<file path="config.mk">
export PLATFORM = sky130hd
export DESIGN_NAME = csr_tvec_flat
export DESIGN_NICKNAME = d
export VERILOG_FILES = /design/src/rtl/csr_pkg.sv /design/src/rtl/csr_tvec_if.sv /design/src/rtl/csrfield.sv /design/src/rtl/tvec_target.sv /design/src/rtl/csr_tvec.sv /design/src/flat_wrapper.sv
export SDC_FILE = /design/constraint.sdc
export NUM_CORES = 1
export LEC_CHECK = 0
export BUFFER_PORTS_ARGS = -buffer_cell sky130_fd_sc_hd__buf_2
export CAP_MARGIN = 40
export CORE_ASPECT_RATIO = 1.1
export CORE_UTILIZATION = 52
export CTS_CLUSTER_DIAMETER = 30
export DETAILED_ROUTE_END_ITERATION = 8
export PLACE_DENSITY = 0.86
export SLEW_MARGIN = 20
export SYNTH_ARGS = -nofsm -noshare
export SYNTH_HDL_FRONTEND = slang
export SYNTH_SLANG_ARGS = --single-unit
</file>
<file path="constraint.sdc">
create_clock -name clk_i -period 6.5 [get_ports clk_i]
set_input_delay 0.325 -clock clk_i [delete_from_list [all_inputs] [get_ports clk_i]]
set_output_delay 0.325 -clock clk_i [all_outputs]
set_load 0.005 [all_outputs]
</file>
<file path="src/rtl/csr_pkg.sv">
// Shared CSR definitions: address map, trap-vector mode encoding and vector stride.
package csr_pkg;

   localparam logic [11:0] CSR_MTVEC = 12'h305;
   localparam logic [11:0] CSR_STVEC = 12'h105;

   typedef enum logic [1:0] {
      TVEC_DIRECT   = 2'd0,
      TVEC_VECTORED = 2'd1
   } tvec_mode_t;

   // Vectored interrupts land at BASE + cause * 4.
   localparam int TVEC_VEC_SHIFT = 2;

endpackage : csr_pkg

</file>
<file path="src/rtl/csr_tvec_if.sv">
// CSR access and trap-target bundle between the core (master) and the tvec CSR (slave).
interface csr_tvec_if #(
   parameter int XLEN    = 32,
   parameter int CAUSE_W = 5
);
   logic               en_i;
   logic [11:0]        addr_i;
   logic [XLEN-1:0]    set_i;
   logic [XLEN-1:0]    clear_i;
   logic               ack_o;
   logic [XLEN-1:0]    rdata_o;
   logic               trap_i;
   logic               trap_irq_i;
   logic [CAUSE_W-1:0] trap_cause_i;
   logic               target_valid_o;
   logic [XLEN-1:0]    target_pc_o;
   logic [XLEN-1:0]    value_o;

   modport master (
      output en_i, addr_i, set_i, clear_i, trap_i, trap_irq_i, trap_cause_i,
      input  ack_o, rdata_o, target_valid_o, target_pc_o, value_o
   );

   modport slave (
      input  en_i, addr_i, set_i, clear_i, trap_i, trap_irq_i, trap_cause_i,
      output ack_o, rdata_o, target_valid_o, target_pc_o, value_o
   );
endinterface : csr_tvec_if

</file>
<file path="src/rtl/csrfield.sv">
// Generic writable CSR field: a reset-initialised register with a write enable.
module csrfield #(
   parameter int           W     = 1,
   parameter logic [W-1:0] RESET = '0
) (
   input  logic         clk_i,
   input  logic         rst_i,
   input  logic         we_i,
   input  logic [W-1:0] d_i,
   output logic [W-1:0] q_o
);
   logic [W-1:0] q_q;

   always_ff @(posedge clk_i or posedge rst_i) begin
      if (rst_i) begin
         q_q <= RESET;
      end else if (we_i) begin
         q_q <= d_i;
      end else begin
         q_q <= q_q;
      end
   end

   assign q_o = q_q;
endmodule : csrfield

</file>
<file path="src/rtl/tvec_target.sv">
// Trap-target computation (direct or vectored) with registered valid pulse and PC.
module tvec_target
   import csr_pkg::*;
#(
   parameter int XLEN    = 32,
   parameter int CAUSE_W = 5
) (
   input  logic               clk_i,
   input  logic               rst_i,
   input  logic               trap_i,
   input  logic               irq_i,
   input  logic [CAUSE_W-1:0] cause_i,
   input  logic [XLEN-1:0]    base_i,
   input  tvec_mode_t         mode_i,
   output logic               valid_o,
   output logic [XLEN-1:0]    pc_o
);
   logic [XLEN-1:0] offset_s;
   logic [XLEN-1:0] pc_d;
   logic            valid_q;
   logic [XLEN-1:0] pc_q;

   assign offset_s = XLEN'(cause_i) << TVEC_VEC_SHIFT;

   // Exceptions always go to BASE; only interrupts in vectored mode are offset (wrap is allowed).
   always_comb begin
      pc_d = pc_q;
      if (trap_i) begin
         if ((mode_i == TVEC_VECTORED) && irq_i) begin
            pc_d = base_i + offset_s;
         end else begin
            pc_d = base_i;
         end
      end else begin
         pc_d = pc_q;
      end
   end

   always_ff @(posedge clk_i or posedge rst_i) begin
      if (rst_i) begin
         valid_q <= 1'b0;
         pc_q    <= '0;
      end else begin
         valid_q <= trap_i;
         pc_q    <= pc_d;
      end
   end

   assign valid_o = valid_q;
   assign pc_o    = pc_q;
endmodule : tvec_target

</file>
<file path="src/rtl/csr_tvec.sv">
// Trap-vector CSR (mtvec/stvec): BASE + WARL MODE, registered read-back and trap target.
// Optional write lock enabled by defining CSR_TVEC_LOCK_EN (adds lock_i).
module csr_tvec
   import csr_pkg::*;
#(
   parameter int              XLEN             = 32,
   parameter logic [11:0]     ADDRESS          = CSR_MTVEC,
   parameter int              BASE_ALIGN       = 2,
   parameter logic [XLEN-1:0] RESET_BASE       = '0,
   parameter int              VECTORED_SUPPORT = 1,
   parameter int              CAUSE_W          = 5
) (
   input  logic          clk_i,
   input  logic          rst_i,
`ifdef CSR_TVEC_LOCK_EN
   input  logic          lock_i,
`endif
   csr_tvec_if.slave     bus
);
   localparam int BW = XLEN - BASE_ALIGN;

   logic [BW-1:0]   base_s;
   logic [XLEN-1:0] base_full_s;
   logic [XLEN-1:0] value_s;
   logic [XLEN-1:0] next_s;
   logic            hit_s;
   logic            write_s;
   tvec_mode_t      mode_q;
   tvec_mode_t      mode_d;
   logic            ack_q;
   logic [XLEN-1:0] rdata_q;

   assign hit_s       = bus.en_i && (bus.addr_i == ADDRESS);
   assign base_full_s = {base_s, {BASE_ALIGN{1'b0}}};
   assign value_s     = base_full_s | {{(XLEN-2){1'b0}}, mode_q};
   assign next_s      = (value_s & ~bus.clear_i) | bus.set_i;

`ifdef CSR_TVEC_LOCK_EN
   logic lock_q;

   // Sticky lock; a write in the same cycle as lock_i still commits.
   always_ff @(posedge clk_i or posedge rst_i) begin
      if (rst_i) begin
         lock_q <= 1'b0;
      end else begin
         lock_q <= lock_q | lock_i;
      end
   end

   assign write_s = hit_s && !lock_q;
`else
   assign write_s = hit_s;
`endif

   csrfield #(
      .W     (BW),
      .RESET (RESET_BASE[XLEN-1:BASE_ALIGN])
   ) u_base (
      .clk_i (clk_i),
      .rst_i (rst_i),
      .we_i  (write_s),
      .d_i   (next_s[XLEN-1:BASE_ALIGN]),
      .q_o   (base_s)
   );

   // MODE is WARL: illegal encodings leave it unchanged while BASE still updates.
   always_comb begin
      mode_d = mode_q;
      if (write_s) begin
         case (next_s[1:0])
            2'd0: mode_d = TVEC_DIRECT;
            2'd1: begin
               if (VECTORED_SUPPORT != 0) begin
                  mode_d = TVEC_VECTORED;
               end else begin
                  mode_d = mode_q;
               end
            end
            default: mode_d = mode_q;
         endcase
      end else begin
         mode_d = mode_q;
      end
   end

   always_ff @(posedge clk_i or posedge rst_i) begin
      if (rst_i) begin
         mode_q <= TVEC_DIRECT;
      end else begin
         mode_q <= mode_d;
      end
   end

   // Read-old semantics: rdata captures the value before this cycle's write.
   always_ff @(posedge clk_i or posedge rst_i) begin
      if (rst_i) begin
         ack_q   <= 1'b0;
         rdata_q <= '0;
      end else begin
         ack_q   <= hit_s;
         rdata_q <= hit_s ? value_s : rdata_q;
      end
   end

   tvec_target #(
      .XLEN    (XLEN),
      .CAUSE_W (CAUSE_W)
   ) u_target (
      .clk_i   (clk_i),
      .rst_i   (rst_i),
      .trap_i  (bus.trap_i),
      .irq_i   (bus.trap_irq_i),
      .cause_i (bus.trap_cause_i),
      .base_i  (base_full_s),
      .mode_i  (mode_q),
      .valid_o (bus.target_valid_o),
      .pc_o    (bus.target_pc_o)
   );

   assign bus.ack_o   = ack_q;
   assign bus.rdata_o = rdata_q;
   assign bus.value_o = value_s;
endmodule : csr_tvec

</file>
<file path="src/flat_wrapper.sv">
// flat-port wrapper written by rule: the top's interface ports become plain ports
module csr_tvec_flat import csr_pkg::*;
#(
   parameter int              XLEN             = 32,
   parameter logic [11:0]     ADDRESS          = CSR_MTVEC,
   parameter int              BASE_ALIGN       = 2,
   parameter logic [XLEN-1:0] RESET_BASE       = '0,
   parameter int              VECTORED_SUPPORT = 1,
   parameter int              CAUSE_W          = 5
)
  (clk_i, rst_i, bus_en_i, bus_addr_i, bus_set_i, bus_clear_i, bus_trap_i, bus_trap_irq_i, bus_trap_cause_i, bus_ack_o, bus_rdata_o, bus_target_valid_o, bus_target_pc_o, bus_value_o);
  csr_tvec_if #(.XLEN(XLEN), .CAUSE_W(CAUSE_W)) bus_i ();
  input  logic clk_i;
  input  logic rst_i;
  input wire logic [$bits(bus_i.en_i)-1:0] bus_en_i;
  input wire logic [$bits(bus_i.addr_i)-1:0] bus_addr_i;
  input wire logic [$bits(bus_i.set_i)-1:0] bus_set_i;
  input wire logic [$bits(bus_i.clear_i)-1:0] bus_clear_i;
  input wire logic [$bits(bus_i.trap_i)-1:0] bus_trap_i;
  input wire logic [$bits(bus_i.trap_irq_i)-1:0] bus_trap_irq_i;
  input wire logic [$bits(bus_i.trap_cause_i)-1:0] bus_trap_cause_i;
  output wire logic [$bits(bus_i.ack_o)-1:0] bus_ack_o;
  output wire logic [$bits(bus_i.rdata_o)-1:0] bus_rdata_o;
  output wire logic [$bits(bus_i.target_valid_o)-1:0] bus_target_valid_o;
  output wire logic [$bits(bus_i.target_pc_o)-1:0] bus_target_pc_o;
  output wire logic [$bits(bus_i.value_o)-1:0] bus_value_o;
  assign bus_i.en_i = bus_en_i;
  assign bus_i.addr_i = bus_addr_i;
  assign bus_i.set_i = bus_set_i;
  assign bus_i.clear_i = bus_clear_i;
  assign bus_i.trap_i = bus_trap_i;
  assign bus_i.trap_irq_i = bus_trap_irq_i;
  assign bus_i.trap_cause_i = bus_trap_cause_i;
  assign bus_ack_o = bus_i.ack_o;
  assign bus_rdata_o = bus_i.rdata_o;
  assign bus_target_valid_o = bus_i.target_valid_o;
  assign bus_target_pc_o = bus_i.target_pc_o;
  assign bus_value_o = bus_i.value_o;
  csr_tvec #(.XLEN(XLEN), .ADDRESS(ADDRESS), .BASE_ALIGN(BASE_ALIGN), .RESET_BASE(RESET_BASE), .VECTORED_SUPPORT(VECTORED_SUPPORT), .CAUSE_W(CAUSE_W)) u_core (.clk_i(clk_i), .rst_i(rst_i), .bus(bus_i));
endmodule
</file>
### After elaboration in Yosys (flattened, before gate mapping)

Cells that the tools add are included.

| operators by class | value |
|---|---|
| $lt $le $gt $ge | 0 |
| equality and inequality tests | 3 |
| multipliers | 0 |
| reductions and logical operators | 5 |
| mux-type cells | 2 |
| shifts and indexed selects | 0 |
| divide/modulo/power cells | 0 |
| bitwise gates (word level) | 4 |
| add/subtract/negate cells | 1 |

Operator list:

| kind | number |
|---|---|
| $add A32 B7 Y32 | 1 |
| $and A32 B32 Y32 | 1 |
| $mux W32 | 1 |
| $not A32 Y32 | 1 |
| $or A32 B2 Y32 | 1 |
| $or A32 B32 Y32 | 1 |
| $eq A12 B10 Y1 const B | 1 |
| $eq A2 B1 Y1 const B | 2 |
| $pmux W2 S2 | 1 |
| $logic_and A1 B1 Y1 | 2 |
| $logic_not A2 Y1 | 1 |
| $reduce_and A2 Y1 | 1 |
| $reduce_bool A2 Y1 | 1 |

| storage, ports and cells | value |
|---|---|
| bits in read-only memories | 0 |
| bits in latches | 0 |
| logic and storage cells | 21 |
| bits in writable memories | 0 |
| memories | 0 |
| flip-flop bits (word level) | 98 |
| bits of input ports | 86 |
| output and inout bits | 98 |

### Longest topological paths before layout

Gate-level depths: netlist (run 1).

| logic depth | value |
|---|---|
| depth after elaboration | 6 |
| gate-level depth with buffers | 7 |
| gate-level depth less buffers | 7 |

### Cells and area by module

Synthesis (run 1) repeated with hierarchy kept, for this count alone.

| second synthesis, totals | value |
|---|---|
| cells, all modules | 430 |
| area, all modules | 5033.6 µm² |

Modules (own cells, without submodules):

| module | sequential area each (µm²) | area each (µm²) | times used | cells each |
|---|---|---|---|---|
| tvec_target | 825.8 | 2016.9 | 1 | 223 |
| csr_tvec | 825.8 | 1778.0 | 1 | 143 |
| csrfield | 750.7 | 1238.7 | 1 | 64 |

### Worst setup path after synthesis (run 1)

Ideal clock, no wire load.

| timing path | value |
|---|---|
| path kind | reg2reg |
| from | reg u_core.u_base.q_q[4], in the netlist u_core.u_base.q_o[4] |
| to | reg u_core.u_target.pc_q[27], in the netlist u_core.u_target.pc_o[27] |
| stages on the path, launching flop included | 7 |
| data required time | 6.361 ns |
| clock period less this slack | 2.110 ns |
| buffers on the path | 0 |
| setup slack | 4.390 ns |
| setup time | 0.139 ns |
| arrival | 1.971 ns |
| cell sequence | dfrtp_1 ha_1 a21oi_1 nand2_1 o21ai_2 nor4b_1 or4_1 |

| between the ends | value |
|---|---|
| longest elaborated chain between the ends | 2 |

RTL lines:

| element | RTL line | text |
|---|---|---|
| from (decl) | csrfield.sv:12 | `logic [W-1:0] q_q;` |
| from (signal assigned) | csrfield.sv:18 | `q_q <= d_i;` |
| from (signal assigned) | csrfield.sv:20 | `q_q <= q_q;` |
| $add A32 B7 Y32 | tvec_target.sv:30 | `pc_d = base_i + offset_s;` |
| $mux W32 | tvec_target.sv:29 | `if ((mode_i == TVEC_VECTORED) && irq_i) begin` |
| to (signal assigned) | tvec_target.sv:45 | `pc_q <= pc_d;` |
| to (decl) | tvec_target.sv:21 | `logic [XLEN-1:0] pc_q;` |

Every way passes these cells.
A chain may end at the register's enable or synchronous reset.

### Worst setup path after layout (run 1)

Ends and elaborated chain as after synthesis.

==> results of run 1 <==
==> sequential cells by signal (all words and copies together) (netlist names) <==
register / flops
u_core.u_base.q_o: 30
u_core.u_target.valid_o: 1
u_core.mode_q: 1
u_core.bus.ack_o: 1
u_core.u_target.pc_o: 30
u_core.bus.rdata_o: 31
==> cells by family (layout without fill, tap and decap cells) <==
family | after synthesis | after routing
AOI/OAI and AO/OA | 79 | 79
xor gates and xnor gates | 23 | 23
adders and majority gates | 6 | 6
buffers and inverters | 27 | 201
DFF | 94 | 94
muxes | 36 | 36
other | 1 | 4
and+or+nand+nor | 121 | 121
==> cell usage in the layout, fill, tap and decap left out, drive strengths merged, types with 2 or more instances in the layout <==
cell,instances
a21oi,27
a22o,31
a31oi,4
and2,3
and3,4
and4,3
buf,182
clkbuf,9
conb,4
dfrtp,94
ha,5
inv,7
mux2,32
mux2i,4
nand2,41
nand3,12
nand4,10
nor2,33
nor2b,2
nor3,3
nor4bb,2
o2111ai,2
o211ai,4
o21ai,6
o31ai,2
or3,2
or4,3
xnor2,3
xor2,20
==> stage by stage <==
stage                     power [uW]  cell area (um^2)  std cells
after CTS                       1086              5485        672
after detailed placement       695.5              5284        656
final                           1080              5485        672
after global placement         692.3              5259        654
after floorplan                649.6              4327        390
after global routing            1122              5485        672
==> routing by layer <==
metal / vias up / routed length, um / GRT usage [%]
met5: - / 0 / 0
met4: 0 / 180 / 9.429
met3: 16 / 600 / 4.758
met2: 150 / 5238 / 42.78
met1: 1748 / 4134 / 29.43
li1: 1734 / - / -
==> critical path, delay by kind of cell (launching register included) <==
kind                     cells  cell delay [ns]
AND/OR/NAND/NOR              3             0.87
flip-flops                   1             0.44
adder cells (fa/ha/maj)      1             0.39
AO/OA/AOI/OAI                2             0.67
==> layout make-up <==
class                      instances  area share, %
sequential                        94          42.88
tap                              108          2.464
clock buffer                       9          2.258
timing repair buffer             182          16.97
clock inverter                     7          1.414
inverter                           3         0.2509
multi-input combinational        269          33.76
==> how the worst max path moves through the flow <==
stage	slack [ns]	end	cells after the start
after floorplan	3.73	u_core.bus.ack_o	1
after global placement	4.12	u_core.u_target.pc_o[27]	6
after detailed placement	4.07	u_core.u_target.pc_o[27]	6
after CTS	4.02	u_core.u_target.pc_o[27]	6
after global routing	3.91	u_core.u_target.pc_o[27]	6
final	4.00	u_core.u_target.pc_o[27]	6
==> power by group through the flow <==
stage | sequential (uW) | combinational, uW | clock, uW
after floorplan | 617 | 32.2 | 0
after global placement | 616 | 76.3 | 0
after detailed placement | 617 | 78.8 | 0
after CTS | 605 | 79.5 | 402
after global routing | 607 | 88.0 | 427
final | 605 | 77.7 | 397
==> out/results.txt, run 1 <==
The flow ran to the end, and the final reports show no timing, DRC or antenna violations. The mapped netlist covers 4315 um^2. Setup violations remaining at the end of the flow were counted as 0. For the worst flop-to-flop path, the logic depth is 6. Number of nets still failing antenna checks after routing: 0. In the final timing run, aggregate negative setup slack is 0 ns. The worst hold margin was 0.01108 ns; the fraction of the mapped netlist area in simple logic gates was 13.83%. The total number of nets in the final design is 651, and the net switching share of the total power is 24.36%. The post-CTS repair timing setup buffer count is 0, and the worst setup timing slack at the placement stage is 4.068 ns.

The tools report the maximum clock frequency as 0.4001 GHz. The number of enable flip-flop cells after synthesis was 0; the starting density of the core was 53.96%. Measured along the y axis, the die boundary spans 97.55 um. Across all layers, the routed design uses 3,648 vias. Sorting the synthesized cells by area gives the leading types as sky130_fd_sc_hd__dfrtp_1, sky130_fd_sc_hd__mux2_2, sky130_fd_sc_hd__a22o_1, sky130_fd_sc_hd__xor2_1, sky130_fd_sc_hd__nand2_1.

After synthesis, the largest area contributor takes up 54.51% of total cell area. In the routed design, unresolved DRC markers number 0. Entering global routing, the biggest net connects 63 pins. The count of endpoints failing hold in the final timing report was 0; the number of warnings printed during yosys synthesis was 0.

Max-cap violations in this run came to 0. The tree is rooted in a sky130_fd_sc_hd__clkbuf_8. Of the available clock period, the critical path in the final layout requires 38.45%.

Of the total synthesized cell area, the portion taken by full adders, half adders and majority gates is 1.914%. In the final routed layout, each cell accounts on average for 15.11 um. The clock passes through at most 2 buffers. Sequential cells burn 56.0% of the power.

The flop and latch count out of synthesis came out at 94. Summing the areas of all compound-gate instances in the mapped netlist gives 12.82% of the synthesized area. Summing all multi-input logic gate instances after layout gives 1852 um^2.

In the synthesized netlist the dominant register cell turns out to be sky130_fd_sc_hd__dfrtp_1. The number of core rows is 34. After global routing the overflow that remains totals 0. The master of the slowest instance on the critical path is sky130_fd_sc_hd__or4_1.

Global routing consumed, over all layers together, 24.58% of the routing resources. The element type at the critical path end was a flop. The sequential cells in the finished layout cover a total of 2352 um^2. The die covers 8668 um^2.

Of all nets on the critical path, the largest fanout is 8. The class of the most critical hold timing path was in2async. The largest single stage delay on the critical path is 0.49 ns. The worst slew margin relative to its limit is 61.06%. The tools report the via count of the first global-routing pass as 3,513. The worst reg2reg path endpoint is u_core.u_target.pc_o[27]. The detailed router finished its first iteration with 114 violations. From synthesis to final layout, the design area changed by 27.11%.

The later-pin clock latency in the skew report was 0.36 ns; the number of input and output port buffers inserted was 178. By count the netlist is led by sky130_fd_sc_hd__dfrtp_1, sky130_fd_sc_hd__nand2_1, sky130_fd_sc_hd__mux2_2, sky130_fd_sc_hd__nor2_1, sky130_fd_sc_hd__a22o_1. The mux contribution to synthesized area came out at 9.278%. At the end of routability-driven placement, the weighted congestion stood at 0.7673. The synthesized-area fraction occupied by xor and xnor cells is 4.668%.

The first global-routing pass estimated 16,240 um of wire. The mean cell area of the mapped netlist was 11.15 um^2; the slack of the worst reg-to-reg path was 4.00 ns. Worst ir drop on vdd: 100.1 uV. Fill cells in the final layout number 631.

Clock transition at the registers of the reported paths: 0.10 ns. Share of total power in combinational logic: 7.2%. Cell taking the most area after synthesis: sky130_fd_sc_hd__dfrtp_1. In this run, post-CTS repair resized a total of 0 instances.

The H-tree was split into 3 levels. Walking the worst path, the cells encountered are ha_1, a21oi_1, nand2_1, o21ai_2, nor4b_1, or4_1. The critical path is of the reg2reg type. In this run, CTS created clock tree buffers numbering 9. The internal portion of the total power is 816.9 uW.

The tools report the launching element of the worst setup path as u_core.u_base.q_o[4]. The number of antenna violations at the first check in global routing was 0. The setup clock skew after layout was 0.01351 ns; the setup slack of the critical path after layout was 4.001 ns. Dividing total power by cell area gives a power density of 196.9 nW/um^2.

Per report_power, the clock group accounts for 36.8% of the total. For the data required time of the worst path, the log shows 6.73 ns. For this design, the sink count on the clock tree is 94. Sequential cells were found to cover 54.51% of the synthesized design area.

The number of optimization iterations in the first detailed-route pass was 5. 184 I/O pins were placed. The startpoint of the most critical register-to-register path is u_core.u_base.q_o[4]. The number of distinct library cells after synthesis came out at 43. The routed design has 10,150 um of wire. The leading cell type by number of instances after synthesis was sky130_fd_sc_hd__dfrtp_1. Subtracting the final worst setup slack from the clock period gives 2.499 ns.

After synthesis, the largest family of logic cells by area is simple AND/OR/NAND/NOR gates. Synthesized instance count: 387. The switching power was 263.1 uW. The logs give 68.59% for the final core utilization and 0 for the total count of max-transition violations in the final report. The floorplan step defined a core boundary enclosing 7998 um^2. The number of antenna diodes in the final layout is 0. The leakage power total is 0.002876 uW. The slew of the pin with the lowest slew margin works out to 0.5841 ns. The worst setup path is launched from a flop.

Once detailed placement completed, the half-perimeter wirelength came to 7445 um. The data arrival time of the worst path is 2.73 ns. Setup repair after global routing left no endpoint under its margin. Counting flops with an async set or reset pin after synthesis yields a share of 100.0%. Of the cells placed in the final design, the portion with a size suffix greater than 1 is 42.20%. Using the TritonRoute via totals, the vias-per-cell ratio works out to 5.429. TritonCTS built the clock tree. Hold repair after CTS inserted 0 buffers.

The die is 88.86 um wide.
Note: power is estimated with default switching activity, not from simulation.
==> inputs of run 2 (changes only) <==
- CORE_UTILIZATION: 52 -> 48
- PLACE_DENSITY: 0.86 -> 0.8
- clock period: 6.5 -> 2.4 ns (I/O delays scaled with it)
==> run 2 against run 1 <==
  * Design area grew 5.2%
  * Clock power increased to 2.8 times the previous value
  * Utilization fell by 1.0 points
  * Via count grew 2.3%
  * Hold slack is essentially flat
  * Register-to-register slack lost 3.9 ns
  * Sequential cell count stayed put
  * Count of clock-buffer cells in the layout is 2 higher
  * First-iteration DRC count is 11% lower
  * Critical path depth stayed put
  * Critical path type unchanged
  * Critical endpoint unchanged
  * Largest power group unchanged
==> out/results.txt, run 2 (synthesized netlist as in run 1, its figures left out) <==
The clock period minus final worst setup slack is 2.283 ns (was 2.499 ns). The routing usage on met3 came out at 3.303% (was 4.758%). The logs give 9 (unchanged) for the total clock buffers created by CTS and 0 (unchanged) for the post-CTS repair timing setup buffer count. The cell count after placement is 665 (was 656), and the cell area power density is 516.3 nW/um^2 (was 196.9 nW/um^2). The global-route wire length before repair was 17,110 um (was 16,240 um); the total count of max-transition violations in the final report was 0 (unchanged). Commonest cells after routing, fill and taps aside: sky130_fd_sc_hd__buf_2, sky130_fd_sc_hd__dfrtp_1, sky130_fd_sc_hd__nand2_1 (unchanged). The run gives 8539 um^2 (was 7998 um^2) as the standard cell core area. The data required time of the worst path was 2.61 ns (was 6.73 ns); the area overhead of the layout relative to synthesis was 33.75% (was 27.11%).

The logs give 23.35% (was 24.58%) for the combined global-route utilization of all metal layers and 0 (unchanged) for the count of endpoints failing hold in the final timing report. The full die area came out at 9374 um^2 (was 8668 um^2). Most common cell after layout, fill and taps aside: sky130_fd_sc_hd__buf_2 (unchanged).

The tools report the setup slack of the critical path after layout as 0.1166 ns (was 4.001 ns). The tools report the total number of nets in the final design as 678 (was 651). The tools report the met2 routing resource usage after global routing as 39.94% (was 42.78%). The run gives 20 (was 0) as the hold-fix buffer count after cts. The final number of setup-violating endpoints was 0 (unchanged); the net switching share of the total power was 23.12% (was 24.36%). Master of the slowest instance on the critical path: sky130_fd_sc_hd__or4_1 (unchanged). The critical path launch point type was a flop (unchanged). The largest incremental delay on the critical path works out to 0.48 ns (was 0.49 ns). TritonCTS built the clock tree.

Setup repair after global routing left no endpoint under its margin. The routing layer with the top usage in global route is met2 (unchanged). Via count of the first global-routing pass: 3,647 (was 3,513). The logs give 2 (unchanged) for the number of buffers between clock root and the deepest sink and 2291 uW (was 816.9 uW) for the internal power consumption.

The number of input and output port buffers inserted was 178 (unchanged); the starting density of the core was 50.53% (was 53.96%). The y dimension of the die was 101.4 um (was 97.55 um); the number of vias after detailed routing was 3,733 (was 3,648). The x dimension of the die is 92.41 um (was 88.86 um). For the maximum clock frequency, the log shows 0.4379 GHz (was 0.4001 GHz).

For the setup clock skew after layout, the log shows 0.01702 ns (was 0.01351 ns). The tools report the element type at the critical path end as a flop (unchanged). The number of vias per cell is 5.318 (was 5.429). Cell family with the largest share of critical-path delay: simple AND/OR/NAND/NOR gates (unchanged). The run gives 8.1% (was 7.2%) as the share of total power in combinational logic. Maximum fanout along the worst path: 7 (was 8).

The total buffers and inverters traversed by the critical path was 0 (unchanged); the clock transition at the registers of the reported paths was 0.10 ns (about the same). The number of antenna violations at the first check in global routing is 0 (unchanged), and the antenna diode count is 0 (unchanged). The flip-flop count of the largest register after layout was 31 (unchanged); the total cell area at the placement stage was 5346 um^2 (was 5284 um^2). Post-route cell area: 5772 um^2 (was 5485 um^2).

The number of optimization iterations in the first detailed-route pass is 4 (was 5). Class of the most critical hold timing path: in2reg (was in2async). The slew of the pin with the lowest slew margin was 0.6708 ns (was 0.5841 ns). The run gives 0 (unchanged) as the number of nets still failing antenna checks after routing. The root buffer selected by CTS was sky130_fd_sc_hd__clkbuf_8 (unchanged). For the sum of negative setup slack, the log shows 0 ns (unchanged). The run gives 658 (was 631) as the number of fillers in the final layout. The number of max-cap violations is 0 (unchanged), and the clock sink count is 94 (unchanged). The run gives 102 (was 114) as the number of violations reported at the end of detailed-routing iteration 0. The run gives 184 (unchanged) as the number of top-level pins. The worst setup timing slack at the placement stage is 0.1784 ns (was 4.068 ns), and the later-pin clock latency in the skew report is 0.35 ns (was 0.36 ns). The worst ir drop on vdd was 300.4 uV (was 100.1 uV). Ordered list of cells on the worst path: ha_1, a21oi_1, nand2_1, o21ai_2, nor4b_1, or4_1 (unchanged). The run finished with clean final reports. The number of H-tree branching levels is 3 (unchanged), and the period utilization is 95.14% (was 38.45%).

The leakage power total is 0.003002 uW (was 0.002876 uW), and the final routed wirelength across all metal layers is 10,790 um (was 10,150 um). For the sum of overflow across all layers after global routing, the log shows 0 (unchanged). The run gives 95 (was 63) as the maximum number of pins on one net before global-route repair. The part of the total power dissipated in sequential elements is 55.0% (was 56.0%), and the routability congestion estimate is 0.8445 (was 0.7673).

The detail-routed net length per standard cell was 15.37 um (was 15.11 um). The tools report the worst slew margin relative to its limit as 55.28% (was 61.06%). The half-perimeter wire length after detailed placement is 7645 um (was 7445 um). The number of core rows is 35 (was 34).

The run gives 689.1 uW (was 263.1 uW) as the switching power. The classification of the worst setup path is reg2reg (unchanged). The proportion of layout cells with a drive suffix above 1 was 41.29% (was 42.20%). The global routing met1 resource utilization is 30.24% (was 29.43%), and the post-cts repair resize count is 0 (unchanged).

The tools report the number of remaining DRC errors as 0 (unchanged). The run gives 36.9% (was 36.8%) as the clock network fraction of total power. The logs give 702 (was 672) for the post-layout instance count excluding filler cells and 2.50 ns (was 2.73 ns) for the data arrival time of the worst path.

The final total power was 2980 uW (was 1080 uW).
[run 2: final cells by class]
cell class | instances | area (um^2) | area share, %
Tap cell | 111 | 138.9 | 2.406
Sequential cell | 94 | 2352 | 40.75
Timing Repair Buffer | 209 | 1199 | 20.77
Clock buffer | 11 | 151.4 | 2.623
Inverter | 3 | 15.01 | 0.2601
Clock inverter | 5 | 63.81 | 1.106
Multi-Input combinational cell | 269 | 1852 | 32.08
[run 2: worst paths after layout]
| path | startpoint | end | slack [ns] | cells after the start |
|---|---|---|---|---|
| setup reg to reg | u_core.u_base.q_o[4] | u_core.u_target.pc_o[27] | 0.12 | 6 |
| setup / recovery | u_core.u_base.q_o[4] | u_core.u_target.pc_o[27] | 0.12 | 6 |
| hold / removal | bus_set_i[16] | u_core.u_base.q_o[14] | 0.01 | 2 |
| min in group asynchronous | rst_i | u_core.bus.rdata_o[3] | 0.41 | 4 |
| hold reg to reg | u_core.bus.rdata_o[20] | u_core.bus.rdata_o[20] | 0.51 | 1 |
| max in group asynchronous | rst_i | u_core.u_target.pc_o[12] | 1.54 | 4 |
[run 2: power by group through the flow]
stage | sequential [uW] | clock (uW) | combinational (uW)
detailed placement | 1670 | 0 | 217
CTS | 1640 | 1130 | 243
floorplan | 1670 | 0 | 87.5
global placement | 1670 | 0 | 212
finish | 1640 | 1100 | 242
global route | 1640 | 1180 | 272
[run 2: per-layer routing]
| metal | part of all wire, % | vias up |
|---|---|---|
| met5 | 0 | - |
| met2 | 49 | 147 |
| met3 | 5.0 | 16 |
| met1 | 44 | 1781 |
| li1 | - | 1789 |
| met4 | 1.9 | 0 |
[run 2: stage by stage]
stage          utilization [%]  hold WS [ns]
6_report                 67.59       0.01124
3_3_place_gp             62.55        0.2949
3_5_place_dp             62.61        0.2974
5_1_grt                  67.59      0.005519
4_1_cts                  67.47      0.001259
2_1_floorplan                -        0.1514
